==> src/rtl/blake2_pkg.sv <==
// Shared types and constants for the blake2 host-side message sender.
// Holds the sender FSM encoding, block geometry, config widths and pad byte.
// Optional macro BLAKE2_SLOW_OUT_EN selects the core's slow (2-cycle) hash output mode.
package blake2_pkg;

    localparam int         BLOCK_BYTES = 64;
    localparam int         IDX_W       = $clog2(BLOCK_BYTES);
    localparam int         LL_W        = 64;
    localparam int         CFG_W       = 7;
    localparam logic [7:0] PAD_BYTE    = 8'h00;

`ifdef BLAKE2_SLOW_OUT_EN
    // Core holds each hash byte for two cycles after a two-cycle preamble.
    localparam bit SLOW_OUT = 1'b1;
    localparam int PRE      = 2;
`else
    localparam bit SLOW_OUT = 1'b0;
    localparam int PRE      = 1;
`endif

    typedef enum logic [1:0] {
        S_IDLE   = 2'd0,
        S_STREAM = 2'd1,
        S_PAD    = 2'd2,
        S_HASH   = 2'd3
    } state_e;

endpackage

==> src/rtl/blake2_hash_capture.sv <==
// Turns the core's h_v/h byte window into a clean nn-byte stream with a last flag.
// Ports: clk/rst, en_i (sender in hash phase), nn_i, core h_v_i/h_i in; out_v_o/out_byte_o/out_last_o out.
// Combinational from h_v_i (zero latency); no backpressure. Slow mode via BLAKE2_SLOW_OUT_EN.
module blake2_hash_capture
    import blake2_pkg::*;
(
    input  logic             clk,
    input  logic             rst,
    input  logic             en_i,
    input  logic [CFG_W-1:0] nn_i,
    input  logic             h_v_i,
    input  logic [7:0]       h_i,
    output logic             out_v_o,
    output logic [7:0]       out_byte_o,
    output logic             out_last_o
);

    // Enough for PRE + 2*64 h_v cycles.
    localparam int CNT_W = 8;

    logic [CNT_W-1:0] cnt_q, cnt_d;
    logic [CNT_W-1:0] post;
    logic [CNT_W-1:0] byte_n;
    logic             in_data;
    logic             capture;

    always_comb begin
        post    = cnt_q - CNT_W'(PRE);
        in_data = (cnt_q >= CNT_W'(PRE));
        // In slow mode each byte spans two h_v cycles; take it on the second one.
        if (SLOW_OUT) begin
            capture = in_data & post[0];
            byte_n  = post >> 1;
        end else begin
            capture = in_data;
            byte_n  = post;
        end

        out_v_o    = en_i & h_v_i & capture;
        out_byte_o = out_v_o ? h_i : 8'h00;
        out_last_o = out_v_o & (byte_n == (CNT_W'(nn_i) - CNT_W'(1)));

        cnt_d = cnt_q;
        if (!en_i || out_last_o) begin
            cnt_d = '0;
        end else if (h_v_i) begin
            cnt_d = cnt_q + CNT_W'(1);
        end
    end

    always_ff @(posedge clk or posedge rst) begin
        if (rst) begin
            cnt_q <= '0;
        end else begin
            cnt_q <= cnt_d;
        end
    end

endmodule

==> src/rtl/blake2_msg_sender.sv <==
// Host-side initiator: byte stream in -> blake2 core block protocol out, zero-padding the final block;
// captures the core hash and re-emits it as nn bytes. Ports: upstream in_*, core_* to/from the core, out_* hash, busy_o.
// One-byte lookahead (hold) so the final byte always carries block_last; core_data_v_o only when core_ready_i.
// Optional macro BLAKE2_SLOW_OUT_EN: core slow output mode (2-cycle preamble, each hash byte held 2 cycles).
module blake2_msg_sender
    import blake2_pkg::*;
(
    input  logic             clk,
    input  logic             reset,
    input  logic [CFG_W-1:0] kk_i,
    input  logic [CFG_W-1:0] nn_i,
    input  logic             in_v_i,
    output logic             in_ready_o,
    input  logic             in_keep_i,
    input  logic             in_last_i,
    input  logic [7:0]       in_byte_i,
    input  logic             core_ready_i,
    output logic             core_data_v_o,
    output logic [IDX_W-1:0] core_data_idx_o,
    output logic [7:0]       core_data_o,
    output logic             core_first_o,
    output logic             core_last_o,
    output logic [127:0]     core_ll_o,
    output logic [CFG_W-1:0] core_kk_o,
    output logic [CFG_W-1:0] core_nn_o,
    output logic             core_slow_o,
    input  logic             core_h_v_i,
    input  logic [7:0]       core_h_i,
    output logic             out_v_o,
    output logic [7:0]       out_byte_o,
    output logic             out_last_o,
    output logic             busy_o
);

    state_e           state_q, state_d;
    logic             hold_v_q, hold_v_d;
    logic [7:0]       hold_q, hold_d;
    logic [IDX_W-1:0] idx_q, idx_d;
    logic             first_q, first_d;
    logic [LL_W-1:0]  ll_q, ll_d;
    logic [CFG_W-1:0] kk_q, kk_d;
    logic [CFG_W-1:0] nn_q, nn_d;

    logic             idx_last;
    logic [IDX_W-1:0] idx_nxt;
    logic [LL_W-1:0]  ll_inc;
    logic             cap_last;

    always_comb begin
        state_d  = state_q;
        hold_v_d = hold_v_q;
        hold_d   = hold_q;
        idx_d    = idx_q;
        first_d  = first_q;
        ll_d     = ll_q;
        kk_d     = kk_q;
        nn_d     = nn_q;

        in_ready_o      = 1'b0;
        core_data_v_o   = 1'b0;
        core_data_o     = hold_v_q ? hold_q : PAD_BYTE;
        core_data_idx_o = idx_q;
        core_first_o    = first_q;
        core_last_o     = 1'b0;

        idx_last = (idx_q == IDX_W'(BLOCK_BYTES - 1));
        idx_nxt  = idx_last ? '0 : idx_q + IDX_W'(1);
        ll_inc   = (ll_q == '1) ? ll_q : ll_q + LL_W'(1);

        case (state_q)
            S_IDLE: begin
                in_ready_o = 1'b1;
                if (in_v_i && (in_keep_i || in_last_i)) begin
                    kk_d     = kk_i;
                    nn_d     = nn_i;
                    first_d  = 1'b1;
                    idx_d    = '0;
                    hold_d   = in_byte_i;
                    hold_v_d = in_keep_i;
                    ll_d     = LL_W'(in_keep_i);
                    state_d  = in_last_i ? S_PAD : S_STREAM;
                end
            end

            S_STREAM: begin
                in_ready_o = core_ready_i;
                if (in_v_i && core_ready_i) begin
                    core_data_v_o = 1'b1;
                    // A final beat that carries a byte into the next block leaves this block not-last.
                    core_last_o   = in_last_i & ~(in_keep_i & idx_last);
                    hold_d        = in_byte_i;
                    hold_v_d      = in_keep_i;
                    idx_d         = idx_nxt;
                    if (in_keep_i) begin
                        ll_d = ll_inc;
                    end
                    if (idx_last) begin
                        first_d = 1'b0;
                    end
                    if (in_last_i) begin
                        // Terminator exactly at block end: nothing left to pad.
                        state_d = (!in_keep_i && idx_last) ? S_HASH : S_PAD;
                    end
                end
            end

            S_PAD: begin
                if (core_ready_i) begin
                    core_data_v_o = 1'b1;
                    core_last_o   = 1'b1;
                    hold_v_d      = 1'b0;
                    idx_d         = idx_nxt;
                    if (idx_last) begin
                        first_d = 1'b0;
                        state_d = S_HASH;
                    end
                end
            end

            S_HASH: begin
                if (cap_last) begin
                    state_d = S_IDLE;
                end
            end

            default: state_d = S_IDLE;
        endcase
    end

    always_ff @(posedge clk or posedge reset) begin
        if (reset) begin
            state_q  <= S_IDLE;
            hold_v_q <= 1'b0;
            hold_q   <= '0;
            idx_q    <= '0;
            first_q  <= 1'b0;
            ll_q     <= '0;
            kk_q     <= '0;
            nn_q     <= '0;
        end else begin
            state_q  <= state_d;
            hold_v_q <= hold_v_d;
            hold_q   <= hold_d;
            idx_q    <= idx_d;
            first_q  <= first_d;
            ll_q     <= ll_d;
            kk_q     <= kk_d;
            nn_q     <= nn_d;
        end
    end

    blake2_hash_capture u_cap (
        .clk        (clk),
        .rst        (reset),
        .en_i       (state_q == S_HASH),
        .nn_i       (nn_q),
        .h_v_i      (core_h_v_i),
        .h_i        (core_h_i),
        .out_v_o    (out_v_o),
        .out_byte_o (out_byte_o),
        .out_last_o (cap_last)
    );

    assign out_last_o  = cap_last;
    assign core_ll_o   = 128'(ll_q);
    assign core_kk_o   = kk_q;
    assign core_nn_o   = nn_q;
    assign core_slow_o = SLOW_OUT;
    assign busy_o      = (state_q != S_IDLE);

endmodule
==> config.mk <==
export PLATFORM = sky130hd
export DESIGN_NAME = blake2_msg_sender
export DESIGN_NICKNAME = d
export VERILOG_FILES = /design/src/rtl/blake2_pkg.sv /design/src/rtl/blake2_hash_capture.sv /design/src/rtl/blake2_msg_sender.sv
export SDC_FILE = /design/constraint.sdc
export NUM_CORES = 1
export LEC_CHECK = 0
export ABC_AREA = 1
export CORE_MARGIN = 2
export CORE_UTILIZATION = 45
export CTS_CLUSTER_SIZE = 40
export DETAILED_ROUTE_END_ITERATION = 10
export GPL_ROUTABILITY_DRIVEN = 0
export PLACE_DENSITY = 0.78
export SLEW_MARGIN = 20
export SYNTH_ARGS = -nofsm -noshare
export SYNTH_HDL_FRONTEND = slang
export SYNTH_SLANG_ARGS = --single-unit
==> constraint.sdc <==
create_clock -name clk -period 3.09 [get_ports clk]
set_clock_uncertainty 0.15 [all_clocks]
set_input_delay 0.4635 -clock clk [delete_from_list [all_inputs] [get_ports clk]]
set_output_delay 0.4635 -clock clk [all_outputs]
set_load 0.02 [all_outputs]
## Word-level counts from Yosys, hierarchy flattened

Index checks and enable logic that the tools add are counted.

- Word-level logic and storage cells: 93
- Bits of input ports: 37
- Output and inout port bits: 172
- Bits in registers: 104

- Reduce and logical (&&, ||, !) cells: 17
- Bitwise gates (word level): 6
- Equal/unequal tests: 14
- $lt $le $gt $ge: 1
- Add/sub/neg operators: 5
- Multiplexer cells: 41

Operators by type and width:

| cell | count |
|---|---|
| two-way mux 64 bit | 4 |
| one-hot mux 64 bit (2 select lines) | 1 |
| adder 64 x 1 -> 64 bit (second input constant) | 1 |
| equality test 64 bit (second input constant) | 1 |
| two-way mux 8 bit | 6 |
| two-way mux 6 bit | 4 |
| one-hot mux 6 bit (3 select lines) | 1 |
| != test 2 bit (second input constant) | 8 |
| one-hot mux 8 bit (2 select lines) | 1 |
| two-way mux 2 bit | 7 |
| two-way mux 1 bit | 11 |
| adder 8 x 1 -> 8 bit (second input constant) | 1 |
| equality test 8 bit | 1 |
| greater-or-equal comparator 8 x 1 -> 1 bit (second input constant) | 1 |
| one-hot mux 2 bit (4 select lines) | 1 |
| subtractor 7 x 1 -> 8 bit (second input constant) | 1 |
| subtractor 8 x 1 -> 8 bit (second input constant) | 1 |
| adder 6 x 1 -> 6 bit (second input constant) | 1 |
| equality test 6 bit (second input constant) | 1 |
| one-hot mux 1 bit (2 select lines) | 3 |
| one-hot mux 1 bit (3 select lines) | 2 |
| AND reduction 6 bit | 1 |
| nonzero test 2 bit | 3 |
| AND 1 bit | 5 |
| other kinds (12) | 17 |

## Depth between registers and ports, before layout

- Word-level depth: 6
- Gate-level depth with buffers: 15

## Hierarchy

From an unflattened synthesis, not the netlist that was laid out.

- Cell total of the unflattened synthesis: 1246
- Area, all modules: 8074.0 um^2

Modules (own cells, without submodules):

| module | times used | sequential area each (um^2) | cells each | area each (um^2) |
|---|---|---|---|---|
| blake2_msg_sender | 1 | 2402.3 | 1054 | 6998.0 |
| blake2_hash_capture | 1 | 200.2 | 192 | 1076.0 |

## Worst setup path before layout

OpenSTA, ideal clock, no wires.

- Path kind: reg-to-output
- Start point: register nn_q[0] (netlist: core_nn_o[0])
- End point: output out_last_o
- Cell stages (with the launch flop): 10
- Required time: 2477 ps
- Data arrival time: 1737 ps
- Slack: 740 ps
- Cells stage by stage: dfrtp_1 clkinv_1 ha_1 xnor2_1 nand3_1 nor2_1 nand3_1 nor2_1 nand2_2 inv_1

- Longest elaborated chain between the ends: 3

RTL lines:

| element | RTL line | source |
|---|---|---|
| from (decl) | blake2_msg_sender.sv:42 | `logic [CFG_W-1:0] nn_q, nn_d;` |
| from (signal assigned) | blake2_msg_sender.sv:148 | `nn_q <= nn_d;` |
| subtractor 7 x 1 -> 8 bit | blake2_hash_capture.sv:41 | `out_last_o = out_v_o & (byte_n == (CNT_W'(nn_i) - CNT_W'(1)));` |
| equality test 8 bit | blake2_hash_capture.sv:41 |  |
| AND 1 bit | blake2_hash_capture.sv:41 |  |
| to (decl) | blake2_msg_sender.sv:31 | `output logic out_last_o,` |

Every way passes these cells.

## Worst setup path in the final report

- Start point: register u_cap.cnt_q[0]
- End point: output out_byte_o[2]

- Longest elaborated chain between the ends: 3

RTL lines:

| element | RTL line | source |
|---|---|---|
| from (decl) | blake2_hash_capture.sv:21 | `logic [CNT_W-1:0] cnt_q, cnt_d;` |
| from (signal assigned) | blake2_hash_capture.sv:55 | `cnt_q <= cnt_d;` |
| greater-or-equal comparator 8 x 1 -> 1 bit | blake2_hash_capture.sv:29 | `in_data = (cnt_q >= CNT_W'(PRE));` |
| AND 1 bit | blake2_hash_capture.sv:39 | `out_v_o = en_i & h_v_i & capture;` |
| two-way mux 8 bit | blake2_hash_capture.sv:40 | `out_byte_o = out_v_o ? h_i : 8'h00;` |
| to (decl) | blake2_msg_sender.sv:30 | `output logic [7:0] out_byte_o,` |

Every way passes these cells.

==> impl.org <==
** Outcome
- The flow ran to the end, and the final reports show no timing, DRC or antenna violations.

** Routing
- Avg WL per Cell :: 14.5 µm
- After detailed routing, the number of vias per cell comes to 5.17.
- Detailed Routing Iterations Pass 1 :: 7
- Vias after detailed routing :: 7852
- 1st-iter DRT viols :: 561
- Total wire length :: 22.0 mm
- Number of routed nets with antenna violations :: 0
- For this run, design rule violations remaining after detail routing come to 0.

** Cells and area
- Fraction of layout instances using a drive strength above 1 :: 7.03%
- Area growth, synth to finish :: 22.1%
- The number of antenna diodes in the final layout is 0.
- The final layout contains 1339 nets.

** STA
- Dividing the final minimum period by the clock period gives 95.0%.
- The number of failing hold endpoints at the final stage came to 0.
- After routing, the total negative slack on setup checks comes to 0 ps.
- Final number of setup-violating endpoints :: 0
- Slew at the pin with the worst max-slew slack :: 692 ps
- Crit path setup slack, layout :: 155 ps
- Unrepaired setup endpoints after global routing :: false
- Relative slew slack :: 53.7%
- F_max :: 0.341 GHz
- The worst path needs 2930 ps of the cycle, external delays included.
- The final max-slew violation count was 0.

** Power and ir drop
- Net switching is 41.9% of the power.
- Combinational cell fraction of total power :: 45.5%
- The internal portion of the total power is 3.01 mW.
- Sequential group share of total power :: 33.5%
- For this design the ratio of total power to cell area is 545 mW/mm².
- Summed over all nets, the switching power comes to 2.17 mW.
- The share of total power dissipated in the clock network is 21.0%.
- Leakage Power :: 4.24 nW
- Across the VDD grid, the largest voltage drop is 0.000601 V.

** Synth
- Async set-reset flop share out of synthesis :: 100%
- In this run the cell area of the synthesized design comes to 0.00779 mm².
- Share of synthesized area occupied by flip-flops and latches :: 33.4%
- For this run, the number of Yosys warnings is 0.
- Most common cell in the synthesized netlist :: sky130_fd_sc_hd__nand2_1
- Top cell types by occurrence after synthesis :: 345 x sky130_fd_sc_hd__nand2_1, 152 x sky130_fd_sc_hd__nor2_1, 111 x sky130_fd_sc_hd__inv_1
- After synthesis the netlist holds a flip-flop and latch count of 104.
- sky130_fd_sc_hd__dfrtp_1 takes more of the synthesized area than any other cell.
- For this run, the leading register cell type out of synthesis is sky130_fd_sc_hd__dfrtp_1.
- Summed over its instances, the top area cell type makes up 33.4% of the synthesized netlist area.
- Yosys cell types :: 46
- Mapped Cells :: 1154
- Biggest area contributors in the synthesized netlist :: sky130_fd_sc_hd__dfrtp_1 33%, sky130_fd_sc_hd__nand2_1 17%, sky130_fd_sc_hd__nor2_1 7.3%
- Average size of a mapped cell :: 6.75 µm²
- EDFF count, synth :: 0

** CTS
- Clock tree synthesis inserted a total of 9 buffers.
- Clock tree from TritonCTS :: built
- Clock latency at the later pin of the worst-skew pair :: 360 ps
- CTS Hold Bufs :: 0
- H-tree depth reported by CTS :: 3
- Counting along the longest clock path gives a buffer depth of 2.
- Clock slew at the register clock pins of the worst setup and hold paths :: 70 ps
- The tree is rooted in a sky130_fd_sc_hd__clkbuf_16.
- CTS sink count :: 104

** Setup path
- Type of the setup path with the least slack :: flop to primary output
- STA classifies the critical path endpoint as a primary output.
- Of all nets on the critical path, the largest fanout is 9.
- For the worst setup path, the data required time is 2480 ps.
- Data arrives at the worst endpoint at 2320 ps.
- The worst setup path is launched from a flop.

** Floorplanning
- Die width :: 136 µm
- 209 I/O pins were placed.
- Row generation in the floorplan step produced 48 rows.
- Starting utilization of the core area :: 45.5%
- Core region area :: 0.0171 mm²
- Die span in y :: 136 µm
- Area of the die :: 0.0184 mm²

** Global route
- Pin count of the biggest net entering global routing :: 56
- The number of global-route vias before repair is 7104.
- The first global-routing pass estimated 34.8 mm of wire.
- Antenna violations before repair :: 0
- Global routing used 23.9% of the available tracks across all layers.
- For this run the aggregate overflow at the end of global routing stands at 0.

** Placed design
- Pre-CTS setup slack :: 215 ps
- HPWL after DPL :: 16.9 mm
- Count of input and output buffers :: 143

** Job
- Max-cap violations in this run came to 0.

** Hold path
- The worst hold path belongs to the class flop to flop.
==> sequential cells by signal, summed over array words and instances (netlist names) <==
name / flops
core_nn_o: 7
ll_q: 64
u_cap.cnt_q: 8
core_kk_o: 7
core_first_o: 1
hold_v_q: 1
hold_q: 8
core_data_idx_o: 6
state_q: 2
==> repair_timing <==
item                                    4_1_cts  5_1_grt
setup buffers                                 0        0
resized for setup                             3        0
endpoints found under the setup margin        1        0
==> routing by layer <==
| metal | GRT usage (%) | wire length (µm) | vias up |
|---|---|---|---|
| met4 | 10.8 | 893 | 0 |
| met1 | 30.6 | 9150 | 3598 |
| li1 | - | - | 3812 |
| met2 | 39.0 | 10200 | 374 |
| met3 | 4.83 | 1740 | 68 |
| met5 | 0 | 0 | - |
==> critical path: stages (launching register included) <==
cell,delay (ps)
sky130_fd_sc_hd__dfrtp_1,450
sky130_fd_sc_hd__inv_2,140
sky130_fd_sc_hd__ha_2,250
sky130_fd_sc_hd__nand2_1,100
sky130_fd_sc_hd__nor2_2,150
sky130_fd_sc_hd__nand3_1,120
sky130_fd_sc_hd__nand2_2,160
sky130_fd_sc_hd__nor2_1,60
sky130_fd_sc_hd__clkdlybuf4s50_1,530
==> cells by family after synthesis <==
family | synth area share, %
simple gates | 38.6
buf+inv | 14.1
flops | 33.4
compound gates | 5.46
xor+xnor | 4.27
mux | 2.31
fa+ha+maj | 1.77
other cells | 0.0482
==> power groups by stage <==
stage	registers (mW)	clock network (mW)	logic (mW)
after global routing	1.76	1.17	2.59
after CTS	1.74	1.12	2.37
after detailed placement	1.76	0	2.36
after global placement	1.75	0	2.32
after floorplan	1.87	0	1.52
final	1.74	1.09	2.36
==> cell type report <==
cell class	count	area [µm²]
flip-flops and latches	104	2600
fillers	1632	7610
multi-input cells	897	4330
well taps	225	282
repair buffers	153	1540
inverters	126	479
clock buffers	11	243
clock inverters	4	31.3
==> layout by cell type (no fill, tap or decap), drive strengths merged, types with 10 or more instances in the layout <==
cell type / count
buf: 10
xnor2: 13
nor2: 165
nand2: 351
mux2: 16
inv: 123
a21oi: 18
nand3: 95
ha: 11
nand4: 37
conb: 65
xor2: 25
clkdlybuf4s50: 142
clkbuf: 11
dfrtp: 104
o21ai: 48
nor3: 33
==> per-stage QoR <==
step	util [%]	total power, mW	instances	hold slack [ps]	cell area [µm²]
after floorplan	-	3.39	1218	329	8030
after global placement	53.9	4.07	1505	336	9230
after detailed placement	53.9	4.12	1505	335	9230
after CTS	55.5	5.23	1520	359	9510
after global routing	55.5	5.52	1520	368	9510
final	55.5	5.18	1520	359	9510
==> worst paths after layout <==
check	from	to	slack, ps	cells past startpoint
max	u_cap.cnt_q[0]	out_byte_o[2]	160	8
max reg2reg	state_q[1]	ll_q[54]	530	8
min	core_kk_o[5]	core_kk_o[5]	360	1
min reg2reg	core_kk_o[5]	core_kk_o[5]	360	1
min in group asynchronous	reset	ll_q[10]	400	2
max in group asynchronous	reset	ll_q[49]	1680	3
No activity file was read; power rests on OpenSTA's default activity.
